## config.mk

```make
export PLATFORM = sky130hd
export DESIGN_NAME = stripe_ctrl
export DESIGN_NICKNAME = d
export VERILOG_FILES = /design/src/rtl/stripe_ctrl_pkg.sv /design/src/rtl/stripe_ctrl_sync_fifo.sv /design/src/rtl/stripe_ctrl.sv
export SDC_FILE = /design/constraint.sdc
export NUM_CORES = 1
export LEC_CHECK = 0
export CORE_ASPECT_RATIO = 0.5
export CORE_UTILIZATION = 58
export CTS_CLUSTER_SIZE = 20
export DETAILED_ROUTE_END_ITERATION = 8
export PLACE_DENSITY = 0.94
export SETUP_SLACK_MARGIN = 0.2
export SYNTH_ARGS = -nofsm -noshare
export SYNTH_HDL_FRONTEND = slang
export SYNTH_SLANG_ARGS = --single-unit
export TNS_END_PERCENT = 5
```

## constraint.sdc

```tcl
create_clock -name clk_2f -period 4.6 [get_ports clk_2f]
set_input_delay 0.46 -clock clk_2f [delete_from_list [all_inputs] [get_ports clk_2f]]
set_output_delay 0.46 -clock clk_2f [all_outputs]
set_load 0.02 [all_outputs]
```

## src/rtl/stripe_ctrl_pkg.sv

```systemverilog
// Shared definitions for the stripe dispatch controller: state encodings and default word width.
package stripe_ctrl_pkg;

    localparam int DATA_W_DEF = 32;

    typedef enum logic [1:0] {
        ST_IDLE   = 2'd0,
        ST_ACTIVE = 2'd1,
        ST_STALL  = 2'd2,
        ST_RSVD   = 2'd3
    } state_t;

endpackage

```

## src/rtl/stripe_ctrl_sync_fifo.sv

```systemverilog
// Small synchronous FIFO with combinational head output; pointers wrap on a power-of-two depth.
module sync_fifo
    import stripe_ctrl_pkg::*;
#(
    parameter int DATA_W = DATA_W_DEF,
    parameter int DEPTH  = 4,
    localparam int CW    = $clog2(DEPTH + 1),
    localparam int AW    = $clog2(DEPTH)
) (
    input  logic              clk_2f,
    input  logic              reset_L,
    input  logic              push,
    input  logic              pop,
    input  logic [DATA_W-1:0] din,
    output logic [DATA_W-1:0] dout,
    output logic [CW-1:0]     count,
    output logic              full,
    output logic              empty
);

    logic [DATA_W-1:0] mem [DEPTH];
    logic [AW-1:0]     wr_ptr;
    logic [AW-1:0]     rd_ptr;
    logic              wr_en;
    logic              rd_en;

    assign full  = (count == CW'(DEPTH));
    assign empty = (count == '0);
    assign wr_en = push && !full;
    assign rd_en = pop && !empty;
    assign dout  = mem[rd_ptr];

    always_ff @(posedge clk_2f) begin
        if (wr_en) begin
            mem[wr_ptr] <= din;
        end
    end

    always_ff @(posedge clk_2f or negedge reset_L) begin
        if (!reset_L) begin
            wr_ptr <= '0;
            rd_ptr <= '0;
            count  <= '0;
        end else begin
            if (wr_en) wr_ptr <= wr_ptr + 1'b1;
            if (rd_en) rd_ptr <= rd_ptr + 1'b1;
            count <= count + CW'(wr_en) - CW'(rd_en);
        end
    end

endmodule

```

## src/rtl/stripe_ctrl.sv

```systemverilog
// Buffers the input word stream and dispatches words to lane 0 / lane 1 in strict alternation.
// state     | meaning
// ST_IDLE   | FIFO empty, nothing to dispatch
// ST_ACTIVE | words buffered, dispatching as target lane allows
// ST_STALL  | head word waiting on the target lane's ready
// ST_RSVD   | unused, recovers to ST_IDLE
module stripe_ctrl
    import stripe_ctrl_pkg::*;
#(
    parameter int DATA_W = DATA_W_DEF,
    parameter int DEPTH  = 4
) (
    input  logic              clk_2f,
    input  logic              reset_L,
    input  logic [DATA_W-1:0] data_in,
    input  logic              valid_in,
    output logic              ready_out,
    input  logic              ready_0,
    input  logic              ready_1,
    output logic [DATA_W-1:0] lane_0,
    output logic [DATA_W-1:0] lane_1,
    output logic              valid_0,
    output logic              valid_1,
    output logic              next_lane,
    output logic [1:0]        state,
    output logic              overflow
);

    localparam int CW = $clog2(DEPTH + 1);

    logic [CW-1:0]     count;
    logic [CW-1:0]     next_count;
    logic [DATA_W-1:0] head;
    logic              full;
    logic              empty;
    logic              push;
    logic              pop;
    logic              tgt_ready;
    state_t            st;

    assign ready_out  = (count < CW'(DEPTH));
    assign push       = valid_in && ready_out;
    assign tgt_ready  = next_lane ? ready_1 : ready_0;
    // Never hop to the other lane: only the lane owed the next word can drain the head.
    assign pop        = !empty && tgt_ready;
    assign next_count = count + CW'(push) - CW'(pop);
    assign state      = st;

    sync_fifo #(
        .DATA_W (DATA_W),
        .DEPTH  (DEPTH)
    ) u_fifo (
        .clk_2f  (clk_2f),
        .reset_L (reset_L),
        .push    (push),
        .pop     (pop),
        .din     (data_in),
        .dout    (head),
        .count   (count),
        .full    (full),
        .empty   (empty)
    );

    always_ff @(posedge clk_2f or negedge reset_L) begin
        if (!reset_L) begin
            st        <= ST_IDLE;
            next_lane <= 1'b0;
            lane_0    <= '0;
            lane_1    <= '0;
            valid_0   <= 1'b0;
            valid_1   <= 1'b0;
            overflow  <= 1'b0;
        end else begin
            valid_0 <= pop && !next_lane;
            valid_1 <= pop && next_lane;
            if (pop) begin
                if (next_lane) lane_1 <= head;
                else           lane_0 <= head;
                next_lane <= ~next_lane;
            end
            if (valid_in && full) overflow <= 1'b1;

            case (st)
                ST_IDLE: begin
                    if (next_count != '0) st <= ST_ACTIVE;
                end
                ST_ACTIVE: begin
                    if (next_count == '0)          st <= ST_IDLE;
                    else if (!empty && !tgt_ready) st <= ST_STALL;
                end
                ST_STALL: begin
                    if (next_count == '0) st <= ST_IDLE;
                    else if (tgt_ready)   st <= ST_ACTIVE;
                end
                default: st <= ST_IDLE;
            endcase
        end
    end

endmodule

```

==> summary.txt <==
Count of clock tree sinks = 205
TritonCTS clock tree = done
Number of antenna repair diodes = 0
Maximum net fanout on the critical path = 5
End of the worst register-to-register path = state[1]
DR iter-0 viols = 255
Max-slew violation count = 0
Cells along the critical path = mux2i_1, nor2_1, ha_1, inv_1, ha_1, fa_1, xnor3_1, or3_1, and3_1
Number of CTS-inserted buffers = 18
Master of the slowest instance on the critical path = dfrtp_1
Cell-internal power = 0.00462 W
Maximum resistive drop on vdd = 341 uV
Worst slew margin relative to its limit = 31.8%
M1 wire length = 5850 um
Critical Path AT = 3.15 ns
Cell row count = 29
Post-synth top area cell = edfxtp_1
Setup crit end kind = flip-flop
Largest net degree at the start of global routing = 78
Vias per cell = 5.68
Class of the tightest hold or removal check = input pin to async pin
Minimum clock period = 2.79 ns
Critical Setup Path Class = flip-flop to flip-flop
Clock edge transition at the registers on the reported setup and hold paths = 0.06 ns
Remaining routing DRC violations = 12
Share of the clock period used by the worst path = 60.7%
Wire length of the first global-routing pass = 23100 um
Total non-filler cell area in the finished layout = 9470 sq um
Core Region = 12800 sq um
Ports placed on the boundary = 108
Max frequency = 0.358 GHz
Final-report setup violation count = 0
WL met3 = 748 um
Share of final-layout standard cells stronger than drive strength 1 = 26.1%
Net switching share of the total power = 31.6%
Number of H-tree levels = 1
Register share of total power = 42.7%
Clock network latency to the later pin of the worst-skew pair = 0.48 ns
Via count = 3756
ANT nets after route = 0
Number of buffers inserted by post-CTS setup repair = 0
Number of iterations in the first detailed-routing pass = 6
Die boundary width = 166 um
Synth top area share = 49.5%
Clock power frac = 21.1%
Most instantiated flip-flop cell in the synthesis netlist = edfxtp_1
Utilization of the core after routing = 73.8%
Flip-flop and latch count after synthesis = 205
Sequential-to-total area share from yosys stat = 74.4%
Cell area after placement = 8920 sq um
Post-Synthesis Net Count = 412
EDFF count, synth = 128
Wire length on met2 = 7800 um
Synth-to-Final Area Change = 22.1%
YS warnings = 0
Starting Density = 60.4%
Root buffer selected by CTS = clkbuf_16
Port Buf Inserts = 107
Die Y-Extent = 83.8 um
Biggest cell delay along the critical path = 0.50 ns
Cells after Synth = 366
Overflow after GRT = 0
Setup repair after global routing missed its margin = false
Worst endpoint required time = 4.96 ns
Actual slew at the worst max-slew pin = 1.02 ns
Uppermost signal routing layer after detailed routing = met4
Post-detail-place hpwl = 8570 um
Setup_tns = 0 ns
Wire length per cell = 22.4 um
Die Area = 13900 sq um
Violated checks = design-rule violations
Net Sw Power = 0.00214 W
Final Hold Fails = 0
Sum of internal, switching and leakage power = 0.00677 W
Maxcap violations = 0
Number of global-route vias before repair = 4100
Setup skew after layout = 0.0104 ns
Cells on worst reg2reg path = 9
Startpoint types = flip-flop
Logic pwr share = 36.2%
Global-route usage over all layers = 22.8%
Setup slack, reg-to-reg = 1.81 ns
Number of instances in the placed design = 629
Fraction of registers with async set/reset = 37.6%
Wire length reported by the detailed router = 14800 um
Outcome = finished, violations left
Weighted congestion at the end of routability-driven global placement = 0.700
Quantity of hold-fixing buffers added after cts = 0
Mean area per synthesized cell = 21.2 sq um
Distinct cells, synth = 30
# nets final = 525
Non-filler instance count after layout = 661
Leakage Power = 3.44 nW
Worst-case clock buffer depth = 3
Post-cts gate resize count = 0
Main area contributors after synthesis = edfxtp_1 50%, dfrtp_1 25%, mux2_2 9.3%
R2R Path Start = next_lane
Power density over the cells = 714 nW/um^2
Initial antenna violation count = 0
Cell mode on critical path = ha_1
Syn Std Cell Area = 7760 sq um
## cells in the mapped netlist (all sizes together), types with 2 or more instances
cell	number
dfrtp	77
mux2	64
xnor2	3
mux4	32
nor2b	2
nand2	2
nand3	2
ha	7
and3	2
nor3b	2
or3	2
edfxtp	128
o21ai	2
buf	12
clkbuf	4
fa	2
xor2	2
inv	9
mux2i	2
and2	4
## cell families after synthesis
logic type | Yosys count | share of synthesized area, %
flops | 205 | 74.4
mux | 98 | 18.8
buf+inv | 25 | 2.24
simple gates | 18 | 1.61
fa+ha+maj | 9 | 1.64
xor+xnor | 6 | 0.855
compound gates | 5 | 0.452
## area by class of cell
cell class                 count  area, sq um
multi-input combinational    136         1820
sequential                   205         5770
timing repair buffer         109         1080
inverter                       9         33.8
clock buffer                  27          505
fill                         743         3370
tap                          170          213
clock inverter                 5         45.0
## layer usage
metal,track usage [%],up-vias
met2,39.7,110
met5,0,-
met3,4.22,26
li1,-,1649
met4,6.86,0
met1,29.3,1971
## worst max-delay path: cells and delay by family, from the launching register on
family	cells	cell delay, ns
xor+xnor	1	0.18
buf+inv	1	0.05
fa+ha+maj	3	0.85
simple gates	3	0.68
mux	1	0.41
flops	1	0.50
## state kept, by name (all words and copies together), names as in the netlist, 2 cells and up
signal,cells
u_fifo.wr_ptr,2
u_fifo.rd_ptr,2
lane_1,32
lane_0,32
u_fifo.count,3
state,2
u_fifo.mem,128
## worst max path at each step
stage          startpoint       end  slack (ns)  cells after the start
3_3_place_gp      ready_1  state[1]        1.61                     10
4_1_cts         next_lane  state[1]        1.82                      9
3_5_place_dp      ready_1  state[1]        1.52                     10
2_1_floorplan   next_lane  state[1]        1.97                      9
5_1_grt         next_lane  state[1]        1.65                      9
6_report        next_lane  state[1]        1.81                      9
## power groups by stage
stage               Clock, W  Combinational, W  Sequential [W]
finish               0.00143           0.00245         0.00289
global route         0.00152           0.00262         0.00294
CTS                  0.00145           0.00248         0.00289
detailed placement         0           0.00244         0.00291
global placement           0           0.00234         0.00287
floorplan                  0           0.00126         0.00311
## layout by cell type, fill, tap and decap left out, types with 2 or more instances in the layout
cell type and n:
dfrtp_1 75, inv_1 9, or3_1 2, mux4_2 32
fa_1 2, edfxtp_1 128, clkbuf_1 8, o21ai_0 2
mux2_2 64, nor2b_1 2, clkdlybuf4s50_1 106, clkinv_1 4
ha_1 7, dfrtp_2 2, clkbuf_16 19, nand2_1 2
xor2_1 2, buf_4 3, mux2i_1 2, and2_2 4
and3_1 2, xnor2_1 3
## per-stage QoR
step	hold WS (ns)	setup WS (ns)
6_report	0.131	1.81
5_1_grt	0.210	1.65
4_1_cts	0.176	1.82
3_5_place_dp	0.460	1.52
3_3_place_gp	0.452	1.61
2_1_floorplan	0.164	1.97
(Power assumes the default switching activity.)
